[config.mk]
export PLATFORM = sky130hd
export DESIGN_NAME = interpretador_servos
export DESIGN_NICKNAME = d
export VERILOG_FILES = /design/src/rtl/roberto_pkg.sv /design/src/rtl/gerador_pwm.sv /design/src/rtl/interpretador_servos.sv
export SDC_FILE = /design/constraint.sdc
export NUM_CORES = 1
export LEC_CHECK = 0
export BUFFER_PORTS_ARGS = -buffer_cell sky130_fd_sc_hd__buf_4
export CORE_AREA = 2 2 111 113
export CTS_BUF_LIST = sky130_fd_sc_hd__clkbuf_16
export DETAILED_ROUTE_END_ITERATION = 12
export DIE_AREA = 0 0 113 115
export GPL_TIMING_DRIVEN = 0
export PLACE_DENSITY = 0.77
export SYNTH_ARGS = -nofsm -noshare
export SYNTH_HDL_FRONTEND = slang
export SYNTH_SLANG_ARGS = --single-unit
export TNS_END_PERCENT = 1
[constraint.sdc]
create_clock -name clock -period 3.4 [get_ports clock]
set_input_delay 0.34 -clock clock [delete_from_list [all_inputs] [get_ports clock]]
set_output_delay 0.34 -clock clock [all_outputs]
set_load 0.01 [all_outputs]
[src/rtl/roberto_pkg.sv]
// Shared ASCII constants, parser state encoding and character classifiers
// for the robot's serial command interpreter.
package roberto_pkg;

    localparam logic [6:0] ASC_ZERO = 7'h30;
    localparam logic [6:0] ASC_UM   = 7'h31;
    localparam logic [6:0] ASC_TRES = 7'h33;
    localparam logic [6:0] ASC_SETE = 7'h37;
    localparam logic [6:0] ASC_FIM  = 7'h23;

    // Encoding doubles as the db_estado code shown on the hexa7seg display
    typedef enum logic [3:0] {
        ESPERA_ID  = 4'd0,
        ESPERA_POS = 4'd1,
        ESPERA_FIM = 4'd2
    } estado_t;

    function automatic logic eh_id(input logic [6:0] c);
        return (c >= ASC_UM) && (c <= ASC_TRES);
    endfunction

    function automatic logic eh_pos(input logic [6:0] c);
        return (c >= ASC_ZERO) && (c <= ASC_SETE);
    endfunction

endpackage

[src/rtl/gerador_pwm.sv]
// One servo PWM channel: shadow width reloaded only at the shared counter wrap,
// registered output high while the counter is below the active width.
module gerador_pwm #(
    parameter int unsigned PERIODO     = 1_000_000,
    parameter int unsigned LARGURA_MIN = 50_000,
    parameter int unsigned PASSO       = 7_143,
    parameter int unsigned W           = $clog2(PERIODO)
) (
    input  logic         clock,
    input  logic         reset,
    input  logic [W-1:0] i_contador,
    input  logic         i_virada,
    input  logic [2:0]   i_posicao,
    output logic         o_pwm
);

    logic [W-1:0] r_largura_ativa;
    logic         r_pwm;
    logic [W-1:0] w_largura_nova;

    assign w_largura_nova = W'(LARGURA_MIN + PASSO * 32'(i_posicao));

    always_ff @(posedge clock) begin
        if (!reset) begin
            r_largura_ativa <= W'(LARGURA_MIN);
            r_pwm           <= 1'b0;
        end else begin
            // Loading on the wrap edge means the compare at counter=0 already sees the new width
            if (i_virada)
                r_largura_ativa <= w_largura_nova;
            r_pwm <= (i_contador < r_largura_ativa);
        end
    end

    assign o_pwm = r_pwm;

endmodule

[src/rtl/interpretador_servos.sv]
// Serial command parser ("<id><pos>#") driving three position registers and
// three 50 Hz servo PWM channels from a shared free-running counter.
module interpretador_servos
    import roberto_pkg::*;
#(
    parameter int unsigned PERIODO     = 1_000_000,
    parameter int unsigned LARGURA_MIN = 50_000,
    parameter int unsigned PASSO       = 7_143
) (
    input  logic       clock,
    input  logic       reset,
    input  logic [6:0] dado_recebido,
    input  logic       pronto_recepcao,
    output logic       PMW1,
    output logic       PMW2,
    output logic       PMW3,
    output logic [2:0] posicao1,
    output logic [2:0] posicao2,
    output logic [2:0] posicao3,
    output logic       comando_valido,
    output logic       erro_comando,
    output logic [3:0] db_estado
);

    localparam int unsigned W = $clog2(PERIODO);

    estado_t      r_estado, w_prox_estado;
    logic [1:0]   r_id_pendente;
    logic [2:0]   r_pos_pendente;
    logic [2:0]   r_posicao1, r_posicao2, r_posicao3;
    logic         r_valido, r_erro;
    logic         w_valido, w_erro, w_latch_id, w_latch_pos;
    logic [W-1:0] r_contador;
    logic         w_virada;

    always_comb begin
        w_prox_estado = r_estado;
        w_valido      = 1'b0;
        w_erro        = 1'b0;
        w_latch_id    = 1'b0;
        w_latch_pos   = 1'b0;
        if (pronto_recepcao) begin
            case (r_estado)
                ESPERA_ID: begin
                    if (eh_id(dado_recebido)) begin
                        w_latch_id    = 1'b1;
                        w_prox_estado = ESPERA_POS;
                    end else begin
                        w_erro = 1'b1;
                    end
                end
                ESPERA_POS: begin
                    if (eh_pos(dado_recebido)) begin
                        w_latch_pos   = 1'b1;
                        w_prox_estado = ESPERA_FIM;
                    end else begin
                        w_erro        = 1'b1;
                        w_prox_estado = ESPERA_ID;
                    end
                end
                ESPERA_FIM: begin
                    if (dado_recebido == ASC_FIM)
                        w_valido = 1'b1;
                    else
                        w_erro   = 1'b1;
                    w_prox_estado = ESPERA_ID;
                end
                default: w_prox_estado = ESPERA_ID;
            endcase
        end
    end

    // '1'..'3' and '0'..'7' carry their value in the low ASCII bits (0x30 base)
    always_ff @(posedge clock) begin
        if (!reset) begin
            r_estado       <= ESPERA_ID;
            r_id_pendente  <= '0;
            r_pos_pendente <= '0;
            r_posicao1     <= '0;
            r_posicao2     <= '0;
            r_posicao3     <= '0;
            r_valido       <= 1'b0;
            r_erro         <= 1'b0;
        end else begin
            r_estado <= w_prox_estado;
            r_valido <= w_valido;
            r_erro   <= w_erro;
            if (w_latch_id)
                r_id_pendente <= dado_recebido[1:0];
            if (w_latch_pos)
                r_pos_pendente <= dado_recebido[2:0];
            if (w_valido) begin
                case (r_id_pendente)
                    2'd1:    r_posicao1 <= r_pos_pendente;
                    2'd2:    r_posicao2 <= r_pos_pendente;
                    2'd3:    r_posicao3 <= r_pos_pendente;
                    default: ;
                endcase
            end
        end
    end

    assign w_virada = (r_contador == W'(PERIODO - 1));

    always_ff @(posedge clock) begin
        if (!reset)
            r_contador <= '0;
        else if (w_virada)
            r_contador <= '0;
        else
            r_contador <= r_contador + 1'b1;
    end

    gerador_pwm #(.PERIODO(PERIODO), .LARGURA_MIN(LARGURA_MIN), .PASSO(PASSO), .W(W)) u_pwm1 (
        .clock(clock), .reset(reset), .i_contador(r_contador), .i_virada(w_virada),
        .i_posicao(r_posicao1), .o_pwm(PMW1)
    );

    gerador_pwm #(.PERIODO(PERIODO), .LARGURA_MIN(LARGURA_MIN), .PASSO(PASSO), .W(W)) u_pwm2 (
        .clock(clock), .reset(reset), .i_contador(r_contador), .i_virada(w_virada),
        .i_posicao(r_posicao2), .o_pwm(PMW2)
    );

    gerador_pwm #(.PERIODO(PERIODO), .LARGURA_MIN(LARGURA_MIN), .PASSO(PASSO), .W(W)) u_pwm3 (
        .clock(clock), .reset(reset), .i_contador(r_contador), .i_virada(w_virada),
        .i_posicao(r_posicao3), .o_pwm(PMW3)
    );

    assign posicao1       = r_posicao1;
    assign posicao2       = r_posicao2;
    assign posicao3       = r_posicao3;
    assign comando_valido = r_valido;
    assign erro_comando   = r_erro;
    assign db_estado      = r_estado;

endmodule

==> impl_metrics.tcl, run 1 <==
set metrics [dict create \
    avgSynthCellArea_um2 8.34 \
    synth_cell_types 56 \
    min-delay-start "dado_recebido[0]" \
    antenna_left 0 \
    rrSetupSlack_ns 0.19 \
    ys_async_sr_fraction_pct 0 \
    fp.dieH_um 115 \
    dpl-instance-area_mm2 0.00736 \
    h-tree-depth 3 \
    ir_drop_mv 0.257 \
    p_leak_uw 0.00371 \
    core_mm2 0.0118 \
    cts_tree "built" \
    cp.arrival_ns 3.46 \
    clock_latency_ns 0.35 \
    cts_sinks 92 \
    clockRootBuffer "clkbuf_16" \
    dr.first_iter.drc_count 463 \
    wl_um 17500 \
    finClkSkew_ns 0.00639 \
    cellPowerDensity_mw_per_mm2 283 \
    r2r_cells 10 \
    design_area_mm2 0.00766 \
    critPathKind "reg2reg" \
    first_pass_iters 9 \
    synth_top_area_share_pct 26.4 \
    rr_startpoint "posicao2[2]" \
    worstMarginPinSlew_ns 0.873 \
    cts_buffers 9 \
    antennaDiodeCount 0 \
    nFillCells 1016 \
    rsz0062_at_grt "false" \
    outcome "complete, but fails checks" \
    nNetsFinal 1020 \
    min_path_cells 3 \
    final_hold_viol_count 0 \
    hpwlAfterDp_um 13600 \
    yosysWarnings 0 \
    track_usage_pct 27.9 \
    synth_flop_cell "dfxtp_1" \
    row_count 40 \
    fin_crit_sh_pct 94.5 \
    wire_per_inst_um 17.1 \
    crit_path_max_fanout 13 \
    synthCells 838 \
    io_buffer_count 25 \
    worstSetupEndpointType "register" \
    synth.largest_area_cell "dfxtp_1" \
    crit_path_start_kind "register" \
    gp_congestion 0.941 \
    yosys-top-cells-count "ha_1, dfxtp_1, inv_1, nand2_1, nor2_1" \
    crit_required_ns 3.64 \
    yosys_register_bits 92 \
    setup_viol 0 \
    grt_pass1_wl_um 29000 \
    maxSlewHeadroom_pct 41.3 \
    vias 6033 \
    ios 28 \
    vias_per_cell 5.87 \
    yosysMostFrequentCell "ha_1" \
    startpoint "posicao2[2]" \
    area_delta_synth_final_pct 9.69 \
    fin_tns_setup_ns 0 \
    fp.dieArea_mm2 0.0130 \
    clock.fmax_mhz 311 \
    synthesis.area_mm2 0.00699 \
    hp-class "in2reg" \
    synth_enable_flop_cells 0 \
    die_w_um 113 \
    drc 1 \
    clk_pin_slew_ns 0.07 \
    min_period_ns 3.21 \
    synthTopCellsByArea "dfxtp_1, ha_1, inv_1, a21oi_1, nand2_1" \
    utilization_pct 64.9 \
    whs_ns 0.252 \
    slew_violations 0 \
    r2r_end "u_pwm2.r_largura_ativa[15]" \
    hold_path_end "r_pos_pendente[0]" \
    final_layout_size_suffix_gt1_share_pct 7.39 \
    grt_overflow_total 0 \
    initial_core_util_pct 59.2 \
    grt_pass1_vias 5891 \
    violations "design-rule violations" \
    yosysSeqAreaShare_pct 26.4 \
    max_cap_viol_count 0 \
    antenna_found_initial 0 \
    clk_path_buf_depth 2 \
    cts_hold_buf 0 \
    grt_max_degree 16 \
]
==> placed cells by master (no fill, tap or decap), drive strengths merged, types with 6 or more instances in the layout <==
| cell | count |
|---|---|
| a21o | 20 |
| inv | 87 |
| nor3 | 15 |
| xnor2 | 23 |
| o211ai | 16 |
| nand4 | 9 |
| nand2 | 77 |
| clkbuf | 28 |
| nor2 | 67 |
| nor4 | 6 |
| fa | 11 |
| o21ai | 24 |
| ha | 124 |
| or2 | 6 |
| a211oi | 10 |
| and3 | 10 |
| a21oi | 63 |
| nand3 | 32 |
| dfxtp | 92 |
| a31oi | 7 |
| buf | 36 |
| and4 | 6 |
| nor2b | 12 |
| xor2 | 18 |
| mux2i | 14 |
==> power by group <==
group	switching, uW	internal (uW)
registers	9.38	1080
logic	46.7	29.2
clock network	433	566
==> cell type report <==
| cell class | count | area (um2) | area share, % |
|---|---|---|---|
| clock buffers | 9 | 225 | 2.94 |
| well taps | 147 | 184 | 2.40 |
| repair buffers | 25 | 188 | 2.45 |
| inverters | 87 | 327 | 4.26 |
| flip-flops and latches | 92 | 1850 | 24.1 |
| multi-input cells | 630 | 4680 | 61.0 |
| plain buffers | 30 | 145 | 1.89 |
| clock inverters | 7 | 67.6 | 0.882 |
==> worst max-delay path by stage <==
stage                                  to  slack [ns]
6_report       u_pwm2.r_largura_ativa[15]        0.19
5_1_grt        u_pwm2.r_largura_ativa[15]       0.009
4_1_cts        u_pwm2.r_largura_ativa[15]        0.10
3_5_place_dp   u_pwm2.r_largura_ativa[15]       -0.10
3_3_place_gp   u_pwm2.r_largura_ativa[15]       -0.06
2_1_floorplan  u_pwm2.r_largura_ativa[15]        0.34
==> registers in the layout (all words and copies together), names as in the netlist <==
signal and flops:
r_contador 20, u_pwm1.r_largura_ativa 17, u_pwm2.r_largura_ativa 17, u_pwm3.r_largura_ativa 17, posicao1 3, posicao2 3
posicao3 3, r_pos_pendente 3, db_estado 2, r_id_pendente 2, comando_valido 1, erro_comando 1
u_pwm1.o_pwm 1, u_pwm2.o_pwm 1, u_pwm3.o_pwm 1
==> cells by family (layout without fill, tap and decap cells) <==
kind of cell	Yosys count	after routing	share of synthesized area [%]
multiplexers	14	14	2.01
XOR/XNOR	41	41	5.14
adder cells (fa/ha/maj)	135	135	25.4
AO/OA/AOI/OAI	171	171	15.7
AND/OR/NAND/NOR	267	267	18.7
other	1	2	0.0537
buffers and inverters	117	158	6.75
flip-flops	92	92	26.4
==> layer usage <==
layer,global-route usage [%],routed length [um],share of wire [%],up-vias
met3,4.38,1070,6.1,38
met1,37.8,8020,46,2811
met2,45.7,7990,46,192
met5,0,0,0,-
li1,-,-,-,2992
met4,9.84,453,2.6,0
==> through the flow <==
stage	power, uW	setup slack [ns]	instances
5_1_grt	2230	0.00874	1027
3_3_place_gp	1190	-0.0624	1011
4_1_cts	2170	0.102	1027
2_1_floorplan	1160	0.338	839
3_5_place_dp	1190	-0.103	1011
6_report	2170	0.188	1027
==> worst max-delay path, cell delays in order (launching register included) <==
cell and delay [ns]:
dfxtp_2 0.52, fa_1 0.52, ha_1 0.23, ha_1 0.19, inv_1 0.07, fa_1 0.24, a31oi_1 0.13, a21oi_1 0.25
a21oi_1 0.13, or4_1 0.47, a311o_1 0.35
==> repair_timing <==
| item | CTS | global route |
|---|---|---|
| buffers inserted | 0 | 0 |
| setup endpoints to repair | 1 | 2 |
| resized for setup | 2 | 4 |
No activity file was read; power rests on OpenSTA's default activity.
==> run 2: changes to the inputs <==
--- a/config.mk
+++ b/config.mk
@@ -6,10 +6,10 @@
 export NUM_CORES = 1
 export LEC_CHECK = 0
 export BUFFER_PORTS_ARGS = -buffer_cell sky130_fd_sc_hd__buf_4
-export CORE_AREA = 2 2 111 113
+export CORE_AREA = 2 2 117 108
 export CTS_BUF_LIST = sky130_fd_sc_hd__clkbuf_16
 export DETAILED_ROUTE_END_ITERATION = 12
-export DIE_AREA = 0 0 113 115
+export DIE_AREA = 0 0 119 110
 export GPL_TIMING_DRIVEN = 0
 export PLACE_DENSITY = 0.77
 export SYNTH_ARGS = -nofsm -noshare
==> run 2 against run 1 <==
The flow now finishes without violations. Clock skew increased by 0.0032 ns. Count of clock-buffer cells in the layout did not move. Critical path depth did not move. Register-to-register slack improved by 0.06 ns. Via count is 2.3% higher. Sequential share of layout area barely moved. Hold slack improved by 0.013 ns. Largest cell class unchanged. Power down 0.87%. Sequential power about the same. Wire length up 2.5%. Global-route usage is 0.67 points higher.
==> impl_metrics.tcl, run 2 (same netlist as run 1, synthesis figures left out) <==
set metrics [dict create \
    outcome "finished, final reports clean" \
    maxSlewHeadroom_pct 42.3 \
    die_w_um 119 \
    clk_pin_slew_ns 0.07 \
    antenna_left 0 \
    clockRootBuffer "clkbuf_16" \
    track_usage_pct 28.6 \
    cts_buffers 9 \
    path_cells "fa_1 > ha_1 > ha_1 > inv_1 > fa_1 > a31oi_1 > a21oi_1 > a21oi_1 > or4_1 > a311o_1" \
    largest_register_ffs 20 \
    fp.dieH_um 110 \
    finClkSkew_ns 0.00959 \
    clk_path_buf_depth 2 \
    final_layout_size_suffix_gt1_share_pct 7.17 \
    slew_violations 0 \
    cp_slowest_cell "fa_1" \
    fin_crit_sh_pct 92.8 \
    min_period_ns 3.16 \
    hp-class "in2reg" \
    fp.dieArea_mm2 0.0131 \
    nNetsFinal 1020 \
    whs_ns 0.264 \
    antenna_found_initial 0 \
    utilization_pct 64.8 \
    dr.first_iter.drc_count 535 \
    crit_path_max_fanout 13 \
    wl_um 18000 \
    worstSetupEndpointType "register" \
    rsz0062_at_grt "false" \
    layout_commonest_cell "ha_1" \
    dpl-instance-area_mm2 0.00738 \
    area_delta_synth_final_pct 9.78 \
    cts_sinks 92 \
    io_buffer_count 25 \
    crit_required_ns 3.64 \
    regMostFlops "r_contador" \
    final_hold_viol_count 0 \
    grt_max_degree 15 \
    worstMarginPinSlew_ns 0.859 \
    h-tree-depth 3 \
    nFillCells 1002 \
    hpwlAfterDp_um 14000 \
    cp.arrival_ns 3.40 \
    crit_path_start_kind "register" \
    cellPowerDensity_mw_per_mm2 280 \
    design_area_mm2 0.00767 \
    max_stage_delay_ns 0.55 \
    row_count 38 \
    initial_core_util_pct 59.0 \
    power.total_uw 2150 \
    drc 0 \
    cts_setup_buffers 0 \
    vias 6171 \
    vias_per_cell 5.94 \
    grt_overflow_total 0 \
    grt_pass1_vias 5960 \
    gp_congestion 0.922 \
    setup_viol 0 \
    critPathKind "reg2reg" \
    grt_pass1_wl_um 29300 \
    mostFrequentLayoutCells "ha_1, inv_1, dfxtp_1, nand2_1, nor2_1" \
    ios 28 \
    clock.fmax_mhz 317 \
    wire_per_inst_um 17.3 \
    antennaDiodeCount 0 \
    first_pass_iters 5 \
    cts_hold_buf 0 \
    cts_tree "built" \
    p_leak_uw 0.00371 \
    ir_drop_mv 0.285 \
    clock_latency_ns 0.35 \
    fin_tns_setup_ns 0 \
    max_cap_viol_count 0 \
    core_mm2 0.0118 \
]
run 2: cell types whose count changed in the layout (fill, tap and decap cells not counted):
cell and change:
clkinv_4 -2, dfxtp_4 +1, inv_1 +1, clkinvlp_4 -1, inv_6 +1, dfxtp_2 -1
run 2: routing by layer:
layer | global-route usage, % | part of all wire, % | vias up
li1 | - | - | 2994
met1 | 37.1 | 45 | 2909
met2 | 48.9 | 46 | 225
met3 | 4.63 | 6.4 | 43
met4 | 10.0 | 2.6 | 0
met5 | 0 | 0 | -
run 2: stage by stage:
| step | setup WS (ns) | std cells |
|---|---|---|
| floorplan | 0.338 | 839 |
| global placement | -0.0681 | 1024 |
| detailed placement | -0.0834 | 1024 |
| CTS | 0.116 | 1039 |
| global route | 0.0379 | 1039 |
| finish | 0.244 | 1039 |
run 2: cell type report:
cell class                      count  area (um2)  area share, %
Tap cell                          160         200           2.61
Buffer                             30         145           1.89
Multi-Input combinational cell    630        4680           61.0
Clock buffer                        9         225           2.94
Inverter                           87         327           4.26
Clock inverter                      6        55.1          0.718
Sequential cell                    92        1850           24.2
Timing Repair Buffer               25         188           2.45
run 2: where the power goes:
group / leakage (uW) / internal [uW] / switching (uW)
sequential: 0.000747 / 1080 / 9.50
clock: 0.000142 / 559 / 420
combinational: 0.00282 / 29.7 / 48.2
total: 0.00371 / 1670 / 477
run 2: final timing paths:
kind / startpoint / to / slack, ns / cells past startpoint
worst min register to register: u_pwm1.r_largura_ativa[2] / u_pwm1.r_largura_ativa[2] / 0.45 / 2
worst max-delay path: posicao2[0] / u_pwm2.r_largura_ativa[15] / 0.24 / 10
worst min-delay path: dado_recebido[3] / comando_valido / 0.26 / 4
worst max register to register: posicao2[0] / u_pwm2.r_largura_ativa[15] / 0.24 / 10
run 2: worst max-delay path: cells and delay by family (launching register included):
family,cells,cell delay [ns]
AO/OA/AOI/OAI,4,0.88
adder cells (fa/ha/maj),4,1.23
buffers and inverters,1,0.06
flip-flops,1,0.41
AND/OR/NAND/NOR,1,0.47
run 2: timing repair:
item,CTS,global route
gates resized for setup,2,5
endpoints found under the setup margin,1,2
hold endpoints to repair,0,0
==> run 3: changes to the inputs <==
--- a/config.mk
+++ b/config.mk
@@ -6,12 +6,12 @@
 export NUM_CORES = 1
 export LEC_CHECK = 0
 export BUFFER_PORTS_ARGS = -buffer_cell sky130_fd_sc_hd__buf_4
-export CORE_AREA = 2 2 117 108
+export CORE_AREA = 10 10 110 132
 export CTS_BUF_LIST = sky130_fd_sc_hd__clkbuf_16
 export DETAILED_ROUTE_END_ITERATION = 12
-export DIE_AREA = 0 0 119 110
+export DIE_AREA = 0 0 120 142
 export GPL_TIMING_DRIVEN = 0
-export PLACE_DENSITY = 0.77
+export PLACE_DENSITY = 0.76
 export SYNTH_ARGS = -nofsm -noshare
 export SYNTH_HDL_FRONTEND = slang
 export SYNTH_SLANG_ARGS = --single-unit
==> run 3 against run 2 <==
Fmax down 0.32%. Highest routed layer unchanged. Core utilization down 0.30 points. Via count down 2.2%.
==> impl_metrics.tcl, run 3 (same netlist as run 1, synthesis figures left out) <==
set metrics [dict create \
    outcome "finished, final reports clean" \
    clk_path_buf_depth 2 \
    grt_max_degree 19 \
    max_stage_delay_ns 0.54 \
    whs_ns 0.237 \
    grt_pass1_wl_um 30100 \
    die_w_um 120 \
    nNetsFinal 1020 \
    internal-power_uw 1700 \
    ir_drop_mv 0.190 \
    regMostFlops "r_contador" \
    setup_slack_ns 0.234 \
    mostFrequentLayoutCells "ha_1, inv_1, dfxtp_1, nand2_1, nor2_1" \
    crit_required_ns 3.63 \
    ios 28 \
    max_cap_viol_count 0 \
    critPathKind "reg2reg" \
    dr.first_iter.drc_count 482 \
    final_hold_viol_count 0 \
    area_delta_synth_final_pct 10.3 \
    wire_per_inst_um 17.5 \
    dp_slack_ns -0.126 \
    first_pass_iters 9 \
    nFillCells 1071 \
    power.total_uw 2230 \
    cts_sinks 92 \
    worstSetupEndpointType "register" \
    clock.fmax_mhz 316 \
    vias_per_cell 5.80 \
    min_period_ns 3.17 \
    crit_path_start_kind "register" \
    grt_overflow_total 0 \
    antenna_left 0 \
    cellPowerDensity_mw_per_mm2 290 \
    antennaDiodeCount 0 \
    row_count 44 \
    slew_violations 0 \
    fin_crit_sh_pct 93.1 \
    hpwlAfterDp_um 14200 \
    finClkSkew_ns 0.0108 \
    cts_setup_buffers 0 \
    instances_no_fill 1041 \
    combPwrFrac_pct 3.4 \
    p_leak_uw 0.00372 \
    cp_slowest_cell "fa_1" \
    clk_pin_slew_ns 0.08 \
    final_layout_size_suffix_gt1_share_pct 7.61 \
    fp.dieH_um 142 \
    seq_power_share_pct 48.9 \
    cts_tree "built" \
    clockRootBuffer "clkbuf_16" \
    crit_family "adder cells" \
    crit_path_max_fanout 13 \
    clock_latency_ns 0.35 \
    path_cells "fa_1 > ha_1 > ha_1 > inv_1 > fa_1 > a31oi_1 > a21oi_1 > a21oi_1 > or4_1 > a311o_1" \
    cp.arrival_ns 3.40 \
    track_usage_pct 21.8 \
    cts_buffers 9 \
    fp.dieArea_mm2 0.0170 \
    path_buf_inv 1 \
    wl_um 18200 \
    io_buffer_count 25 \
    clkPwrFrac_pct 47.7 \
    place_inst 1025 \
    drc 0 \
    hp-class "in2reg" \
    gp_congestion 0.914 \
    maxSlewHeadroom_pct 39.7 \
    rsz0062_at_grt "false" \
    setup_viol 0 \
    net-switching-power_uw 531 \
    initial_core_util_pct 58.5 \
    grt_pass1_vias 6086 \
    vias 6035 \
    core_mm2 0.0119 \
    antenna_found_initial 0 \
    h-tree-depth 3 \
    largest_register_ffs 20 \
    sw_frac_of_total_pct 23.8 \
    layout_commonest_cell "ha_1" \
    worstMarginPinSlew_ns 0.898 \
]
## run 3: cell types whose count changed in the layout (fill, tap and decap cells not counted)
| cell | change |
|---|---|
| inv_1 | -1 |
| clkinv_1 | -2 |
| clkinv_2 | -1 |
| inv_8 | +2 |
| clkinv_4 | +1 |
| inv_6 | +2 |
## run 3: through the flow
stage | setup TNS [ns] | util [%] | instance area (um2)
floorplan | 0 | - | 6990
global placement | -0.101 | 61.8 | 7380
detailed placement | -0.126 | 61.8 | 7380
CTS | 0 | 64.4 | 7690
global route | 0 | 64.5 | 7700
finish | 0 | 64.5 | 7700
## run 3: layout make-up
class,count,area (um2),area share [%]
clock buffer,9,225,2.92
buffer,30,145,1.88
inverter,87,327,4.24
timing repair buffer,25,188,2.44
sequential,92,1850,24.1
multi-input combinational,630,4680,60.7
clock inverter,7,87.6,1.14
tap,161,201,2.61
## run 3: per-layer routing
metal	part of all wire [%]	wire (um)	vias up	GRT usage, %
met5	0	0	-	0
met4	2.9	532	0	8.02
met3	4.4	808	48	2.82
met2	50	9090	170	39.7
met1	43	7810	2817	25.5
li1	-	-	3000	-
## run 3: what timing repair did
action / in CTS / in global routing
setup endpoints to repair: 1 / 2
pin swaps: 0 / 0
hold buffers: 0 / 0
resized for setup: 2 / 5
## run 3: worst paths after layout
path                              from                         end  slack [ns]  depth (start not counted)
min                   dado_recebido[2]           r_pos_pendente[2]        0.24                          3
min reg2reg  u_pwm1.r_largura_ativa[3]   u_pwm1.r_largura_ativa[3]        0.45                          2
max                        posicao2[0]  u_pwm2.r_largura_ativa[15]        0.23                         10
max reg2reg                posicao2[0]  u_pwm2.r_largura_ativa[15]        0.23                         10
## run 3: worst reg2reg max path, delay by kind of cell, from the launching register on
| kind | cells | cell delay [ns] |
|---|---|---|
| compound gates | 4 | 0.87 |
| fa+ha+maj | 4 | 1.20 |
| buf+inv | 1 | 0.07 |
| flops | 1 | 0.42 |
| simple gates | 1 | 0.48 |
## run 3: power groups by stage
stage	Sequential (uW)	Clock, uW	Combinational (uW)
4_1_cts	1090	1070	76.0
6_report	1090	1060	75.9
3_3_place_gp	1120	0	73.0
2_1_floorplan	1110	0	41.4
5_1_grt	1090	1110	84.0
3_5_place_dp	1120	0	75.0
